$ cat config.mk
export PLATFORM = sky130hd
export DESIGN_NAME = uart_rx_fifo
export DESIGN_NICKNAME = d
export VERILOG_FILES = /design/src/rtl/uart_rx_fifo_pkg.sv /design/src/rtl/fifo_ram_sp.sv /design/src/rtl/uart_rx_fifo.sv
export SDC_FILE = /design/constraint.sdc
export NUM_CORES = 1
export LEC_CHECK = 0
export BUFFER_PORTS_ARGS = -buffer_cell sky130_fd_sc_hd__buf_4
export CAP_MARGIN = 20
export CORE_MARGIN = 4
export CORE_UTILIZATION = 60
export CTS_CLUSTER_SIZE = 20
export DETAILED_ROUTE_END_ITERATION = 8
export GPL_TIMING_DRIVEN = 0
export PLACE_DENSITY = 0.85
export SYNTH_ARGS = -nofsm -noshare
export SYNTH_HDL_FRONTEND = slang
export SYNTH_HIERARCHICAL = 1
export SYNTH_SLANG_ARGS = --single-unit
$ cat constraint.sdc
create_clock -name clk -period 3 [get_ports clk]
set_clock_uncertainty 0.15 [all_clocks]
set_input_delay 0.15 -clock clk [delete_from_list [all_inputs] [get_ports clk]]
set_output_delay 0.15 -clock clk [all_outputs]
set_load 0.01 [all_outputs]
$ cat src/rtl/uart_rx_fifo_pkg.sv
// Shared definitions for the UART receive FIFO: capture FSM encoding and
// default geometry.
package uart_rx_fifo_pkg;

   typedef enum logic {
      RXF_IDLE = 1'b0,
      RXF_ACK  = 1'b1
   } rxf_state_t;

   localparam int DEFAULT_DEPTH_LOG2 = 4;
   localparam int DEFAULT_WIDTH      = 8;

endpackage

$ cat src/rtl/fifo_ram_sp.sv
// DEPTH x WIDTH storage with one synchronous write port and one
// asynchronous read port; maps to LUT RAM or plain registers.
module fifo_ram_sp
   import uart_rx_fifo_pkg::*;
#(
   parameter int DEPTH_LOG2 = DEFAULT_DEPTH_LOG2,
   parameter int WIDTH      = DEFAULT_WIDTH
) (
   input  logic                  clk,
   input  logic                  we,
   input  logic [DEPTH_LOG2-1:0] waddr,
   input  logic [WIDTH-1:0]      wdata,
   input  logic [DEPTH_LOG2-1:0] raddr,
   output logic [WIDTH-1:0]      rdata
);

   logic [WIDTH-1:0] mem [2**DEPTH_LOG2];

   // NOTE: no reset on the array; validity is tracked by the pointers and
   // count, and a reset port would block LUT-RAM inference.
   always_ff @(posedge clk) begin
      if (we) mem[waddr] <= wdata;
   end

   assign rdata = mem[raddr];

endmodule

$ cat src/rtl/uart_rx_fifo.sv
// Drains bytes from the UART receiver (valid/rd handshake) into a show-ahead
// FIFO read by the CPU, with occupancy count and sticky overrun flag.
module uart_rx_fifo
   import uart_rx_fifo_pkg::*;
#(
   parameter int DEPTH_LOG2 = DEFAULT_DEPTH_LOG2,
   parameter int WIDTH      = DEFAULT_WIDTH
) (
   input  logic                  clk,
   input  logic                  reset,
   input  logic                  uart_valid,
   input  logic [WIDTH-1:0]      uart_data,
   output logic                  uart_rd,
   input  logic                  cpu_rd,
   output logic                  cpu_valid,
   output logic [WIDTH-1:0]      cpu_data,
   output logic [DEPTH_LOG2:0]   count,
   output logic                  overrun,
   input  logic                  clr_overrun
);

   localparam logic [DEPTH_LOG2:0] DEPTH_CNT = (DEPTH_LOG2+1)'(2**DEPTH_LOG2);

   rxf_state_t            state;
   logic [DEPTH_LOG2-1:0] wptr;
   logic [DEPTH_LOG2-1:0] rptr;
   logic [WIDTH-1:0]      head;
   logic                  full;
   logic                  empty;
   logic                  push;
   logic                  pop;
   logic                  held_off;

   // Flags come from the registered count only, so a same-cycle pop never
   // opens a slot for a same-cycle push.
   assign full     = (count == DEPTH_CNT);
   assign empty    = (count == '0);
   assign push     = (state == RXF_IDLE) && uart_valid && !full;
   assign held_off = (state == RXF_IDLE) && uart_valid && full;
   assign pop      = cpu_rd && !empty;

   fifo_ram_sp #(
      .DEPTH_LOG2 (DEPTH_LOG2),
      .WIDTH      (WIDTH)
   ) u_ram (
      .clk   (clk),
      .we    (push),
      .waddr (wptr),
      .wdata (uart_data),
      .raddr (rptr),
      .rdata (head)
   );

   // NOTE: all state uses non-blocking assignments so every register samples
   // pre-edge values regardless of statement order.
   always_ff @(posedge clk or posedge reset) begin
      if (reset) begin
         state   <= RXF_IDLE;
         uart_rd <= 1'b0;
         wptr    <= '0;
         rptr    <= '0;
         count   <= '0;
         overrun <= 1'b0;
      end else begin
         case (state)
            RXF_IDLE: begin
               if (push) begin
                  wptr    <= wptr + 1'b1;
                  uart_rd <= 1'b1;
                  state   <= RXF_ACK;
               end
            end
            RXF_ACK: begin
               uart_rd <= 1'b0;
               state   <= RXF_IDLE;
            end
            default: state <= RXF_IDLE;
         endcase

         if (pop) rptr <= rptr + 1'b1;

         case ({push, pop})
            2'b10:   count <= count + 1'b1;
            2'b01:   count <= count - 1'b1;
            default: count <= count;
         endcase

         if (held_off)         overrun <= 1'b1;
         else if (clr_overrun) overrun <= 1'b0;
      end
   end

   assign cpu_valid = !empty;
   assign cpu_data  = empty ? '0 : head;

endmodule

# ---- Word level (Yosys, flattened, before mapping)
# Memory sizes are Yosys's and may differ from the RTL's.
# Cells that the tools add are included.
dict set report classes {
  n_eq_ne 4
  muxes 9
  reduce_logical 10
  n_bitwise 1
  addsub 4
}
# cell n
set ops {}
lappend ops {{5-bit one-hot mux with 2 select lines} 1}
lappend ops {{4-bit by 1-bit adder with 4-bit output, second input constant} 2}
lappend ops {{8-bit 2-to-1 mux} 1}
lappend ops {{5-bit by 1-bit adder with 5-bit output, second input constant} 1}
lappend ops {{5-bit equality test, second input constant} 1}
lappend ops {{5-bit logical NOT} 1}
lappend ops {{1-bit 2-to-1 mux} 5}
lappend ops {{5-bit by 1-bit subtractor with 5-bit output, second input constant} 1}
lappend ops {{1-bit logical AND} 4}
lappend ops {{1-bit one-hot mux with 2 select lines} 2}
lappend ops {{2-bit nonzero test} 2}
lappend ops {{2-bit by 1-bit equality test with 1-bit output, second input constant} 1}
lappend ops {{2-bit equality test, second input constant} 1}
lappend ops {{1-bit logical NOT} 2}
lappend ops {{2-bit != test, second input constant} 1}
lappend ops {{2-bit AND reduction} 1}
lappend ops {{1-bit NOT} 1}
dict set report totals {
  word_cells 35
  mem_count 1
  out_inout_bits 16
  regBits 16
  input_bits 13
  ram_bits 128
}
# name depth width read_ports rd_clocked_by_memory_dff wr line
set memory_table {}
lappend memory_table {u_ram.mem 16 8 1 0 1 fifo_ram_sp.sv:17} ;# logic [WIDTH-1:0] mem [2**DEPTH_LOG2];

# ---- Depth between registers and ports, before layout
dict set report depth {
  ltp_word 5
  mapped_depth 12
  depth_no_buf 10
}

# ---- Cells and area by module
# The synthesis kept the hierarchy.
# module cells_per_inst seq_area_each_um2 n_inst area_per_inst_um2
set by_module_without_submodules {}
lappend by_module_without_submodules {fifo_ram_sp 221 3843.7 1 4987.3}
lappend by_module_without_submodules {uart_rx_fifo 83 400.4 1 907.1}

# ---- Worst setup path before layout
# Ideal clock, no wire load.
dict set report synth_path {
  kind {register -> register}
  start {register count[2]}
  end {register count[4]}
  t_required_ns 2.721
  stages_incl_launch_ff 12
  setup_slack_ns 0.275
  period_less_slack_ns 2.725
  path_buffers 2
  arrival_time_ns 2.447
  setup_ns 0.129
  cell_sequence {dfrtp_1 -> buf_6 -> nor4_4 -> a21boi_1 -> ha_1 -> clkbuf_2 -> xor2_1 -> ha_1 -> or2_2 -> a31oi_1 -> o32ai_1 -> xnor2_1}
}
dict set report synth_via {
  elab_chain_len 5
  word_cells_on_any_way 12
  classes_between {add/sub: 2; eq/ne: 3; mux: 1; reduce/logical: 6}
}
# item line
set synth_lines {}
lappend synth_lines {{from (decl)} uart_rx_fifo.sv:17} ;# output logic [DEPTH_LOG2:0] count,
lappend synth_lines {{from (signal assigned)} uart_rx_fifo.sv:83} ;# 2'b10: count <= count + 1'b1;
lappend synth_lines {{from (signal assigned)} uart_rx_fifo.sv:84} ;# 2'b01: count <= count - 1'b1;
lappend synth_lines {{from (signal assigned)} uart_rx_fifo.sv:85} ;# default: count <= count;
lappend synth_lines {{5-bit logical NOT *} uart_rx_fifo.sv:37} ;# assign empty = (count == '0);
lappend synth_lines {{1-bit logical NOT *} uart_rx_fifo.sv:40} ;# assign pop = cpu_rd && !empty;
lappend synth_lines {{1-bit logical AND *} uart_rx_fifo.sv:40}
lappend synth_lines {{named net pop} uart_rx_fifo.sv:31} ;# logic pop;
lappend synth_lines {{2-bit by 1-bit equality test with 1-bit output or 2-bit equality test (tied branches)} uart_rx_fifo.sv:82} ;# case ({push, pop})
lappend synth_lines {{5-bit one-hot mux with 2 select lines or 2-bit nonzero test (tied branches)} -}
# The timed path passes the listed nets; every way through them passes the cells marked *.
# A chain may end at the register's enable or synchronous reset.

# ---- Worst setup path after layout
dict set report layout_path {
  start {register rptr[0]}
  end {output port cpu_data[0]}
}
dict set report layout_via {
  elab_chain_len 2
}
# item line
set layout_lines {}
lappend layout_lines {{from (decl)} uart_rx_fifo.sv:26} ;# logic [DEPTH_LOG2-1:0] rptr;
lappend layout_lines {{from (signal assigned)} uart_rx_fifo.sv:80} ;# if (pop) rptr <= rptr + 1'b1;
lappend layout_lines {{memory 16 x 8 bit} -}
lappend layout_lines {{named net head[0]} uart_rx_fifo.sv:27} ;# logic [WIDTH-1:0] head;
lappend layout_lines {{8-bit 2-to-1 mux} uart_rx_fifo.sv:94} ;# assign cpu_data = empty ? '0 : head;
lappend layout_lines {{to (decl)} uart_rx_fifo.sv:16} ;# output logic [WIDTH-1:0] cpu_data,
# The timed path passes the listed nets, and every way through them passes these cells.

==> impl_metrics.py <==
metrics = {
    "run_status": {
        "outcome": "finished clean",
    },
    "global_route": {
        "grt_max_degree": 17,
        "grt_pass1_vias": 3297,
        "gr-usage-all-layers_pct": 23.6,
        "grt_pass1_wl_um": 19200,
        "grt_antenna_before_repair": 0,
        "grt_overflow": 0,
    },
    "critical_path": {
        "reg2reg_slack_ps": 140,
        "path_class": "reg2out",
        "critPathSlowestCell": "mux4_1",
        "worstReg2RegStart": "count[1]",
        "worstSetupEndpointType": "output port",
        "crit_path_start_kind": "flip-flop",
        "crit_cells": 7,
        "r2r_end": "count[4]",
        "cpPeakStageDelay_ps": 630,
        "worstPathBufferInverterCount": 3,
        "critPathTopFamily": "multiplexers",
        "worstRegToRegCells": 12,
        "cp-startpoint": "rptr[0]",
        "crit_fanout": 10,
        "critPathCapture": "cpu_data[0]",
        "crit_top_cell": "buf_6",
        "crit_chain": "buf_6 -> buf_6 -> mux4_1 -> a22oi_1 -> nand2_1 -> and2_1 -> buf_4",
        "worstPathArrival_ps": 2620,
        "cp.required_ps": 2700,
    },
    "clock_tree": {
        "cts_buffer_depth": 2,
        "clkLatencyLatePin_ps": 510,
        "root_buffer": "clkbuf_8",
        "cts_buffers": 17,
        "htreeDepth": 4,
        "cts.sinks": 144,
        "clk_pin_slew_ps": 60,
        "cts_tree": "built",
    },
    "placement": {
        "gp_congestion": 0.812,
        "io_buffers": 28,
        "placed_area_um2": 6290,
        "dp_hpwl_um": 7380,
    },
    "cells_and_area": {
        "regArea_um2": 4240,
        "multi_input_area_um2": 1530,
        "areaGrowthSynthToFinish_pct": 19.4,
        "fillers": 494,
        "layout-drive-gt1-share_pct": 28.4,
        "design_area_um2": 7040,
        "fin_nets": 390,
        "n_antenna_cell": 0,
        "final_common_cell": "edfxtp_1",
        "layout_common_cells": "128 x edfxtp_1, 33 x buf_4, 18 x mux4_2",
    },
    "power": {
        "powerDensity_nw_per_um2": 979,
        "leakage_uw": 0.00248,
        "ir_drop_v": 0.000521,
        "power_uw": 6890,
    },
    "floorplanning": {
        "dieArea_um2": 11500,
        "dieWidth_um": 107,
        "start_util_pct": 62.6,
        "die_h_um": 107,
        "num_io_pins": 29,
        "core_um2": 9420,
        "row_count": 35,
    },
    "timing": {
        "drv_slew": 0,
        "worstMarginPinSlew_ps": 883,
        "fmax_ghz": 0.343,
        "maxSlewHeadroom_pct": 40.9,
        "fin_crit_ps": 2920,
        "finalHoldViolations": 0,
        "finalSetupViolCount": 0,
        "fin_setup_tns_ps": 0,
        "period_share_pct": 97.2,
        "rsz0062_at_grt": "yes",
    },
    "synth": {
        "netlist_area_um2": 5890,
        "synth-main-ff-cell": "edfxtp_1",
        "synth_edf_count": 128,
        "synth.avg_cell_area_um2": 19.4,
        "yosysSeqAreaShare_pct": 72.0,
        "ys_ff_latch": 144,
        "yosysWarningCount": 6,
        "synth.distinct_cells": 43,
        "syn_nets": 323,
        "netlist_instances": 304,
        "synth_async_sr_flop_share_pct": 11.1,
    },
    "drt": {
        "drtIter0Drc": 286,
        "vias": 3210,
        "routed_wl_um": 12500,
        "wire_per_inst_um": 24.4,
        "postRouteAntennaNets": 0,
        "via_per_inst": 6.26,
        "drc": 0,
        "first_pass_iters": 5,
    },
    "worst_hold_path": {
        "hold_class": "in2async",
    },
    "flow_run": {
        "maxCapViolCount": 0,
    },
}
[cells in the mapped netlist (2+ instances only)]
master	n	share of area [%]
nand2_1	15	0.96
and2_1	9	0.96
nand3b_1	2	0.25
nand4_1	3	0.32
buf_2	4	0.34
inv_1	5	0.32
o21ai_0	3	0.25
ha_1	6	1.3
nand3_1	2	0.17
nor2_1	14	0.89
mux2_2	2	0.38
mux4_1	14	6.2
clkdlybuf4s25_2	3	0.51
edfxtp_1	128	65
buf_6	4	0.76
nor3_1	4	0.34
mux4_2	18	6.9
xnor2_1	7	1.0
nand2b_1	3	0.32
xor2_1	5	0.74
dfrtp_1	16	6.8
a22oi_1	16	2.0
[power by group]
part,internal (uW),switching (uW)
Sequential,2420,209
Clock,1130,864
Combinational,1100,1160
[area by class of cell]
type,count,share of cell area [%]
buffer,14,1.76
clock buffer,17,5.88
clock inverter,15,2.22
inverter,6,0.355
multi-input combinational,140,21.7
sequential,144,60.3
tap,129,2.29
timing repair buffer,48,5.47
[registers in the layout, summed over array words and instances, names as in the netlist]
register	cells
uart_rd	1
count	5
state	1
u_ram/mem	128
overrun	1
rptr	4
wptr	4
[how the worst min path moves through the flow]
stage | endpoint | slack (ps) | start | depth (start not counted)
2_1_floorplan | count[0] | -90 | reset | 1
3_3_place_gp | uart_rd | 100 | reset | 2
3_5_place_dp | wptr[0] | 110 | reset | 2
4_1_cts | rptr[0] | 130 | reset | 3
5_1_grt | rptr[2] | 210 | reset | 3
6_report | count[4] | 140 | reset | 3
[worst register-to-register path: stages, from the launching register on]
cell      delay [ps]
dfrtp_1          370
buf_4            170
nor4_4           400
nand2_2          150
nand2b_4         120
ha_2             190
buf_6            120
xor2_1            70
ha_2             190
or2_2            310
a31oi_1          170
o32ai_1          120
xnor2_1          230
[routing by layer]
metal  up-vias  global-route usage (%)  part of all wire, %
met5         -                       0                    0
met1      1628                    30.6                   39
met2       186                    38.4                   50
met4         0                    9.86                  3.3
met3        32                    6.02                  7.6
li1       1364                       -                    -
[timing repair]
| item | 4_1_cts | 5_1_grt |
|---|---|---|
| gates cloned | 0 | 0 |
| endpoints found under the hold margin | 150 | 0 |
| hold buffers | 13 | 0 |
| gates resized for setup | 1 | 10 |
| pin swaps | 0 | 5 |
| buffers inserted | 0 | 3 |
| setup endpoints to repair | 1 | 2 |
[through the flow]
step                      worst slack, ps  hold slack [ps]  instances  utilization, %
final                                82.8              143        513            74.8
after global placement                100             98.3        461            66.6
after detailed placement             18.3              109        465            66.8
after CTS                            35.0              128        510            74.3
after floorplan                       275            -86.3        304               -
after global routing                -56.1              206        513            74.8
[kinds of logic after synthesis]
family | share of synthesized area (%)
flops | 72.0
fa+ha+maj | 1.27
compound gates | 2.99
buf+inv | 2.31
xor+xnor | 1.78
simple gates | 5.88
mux | 13.8
Power figures use the tool's default switching activity.
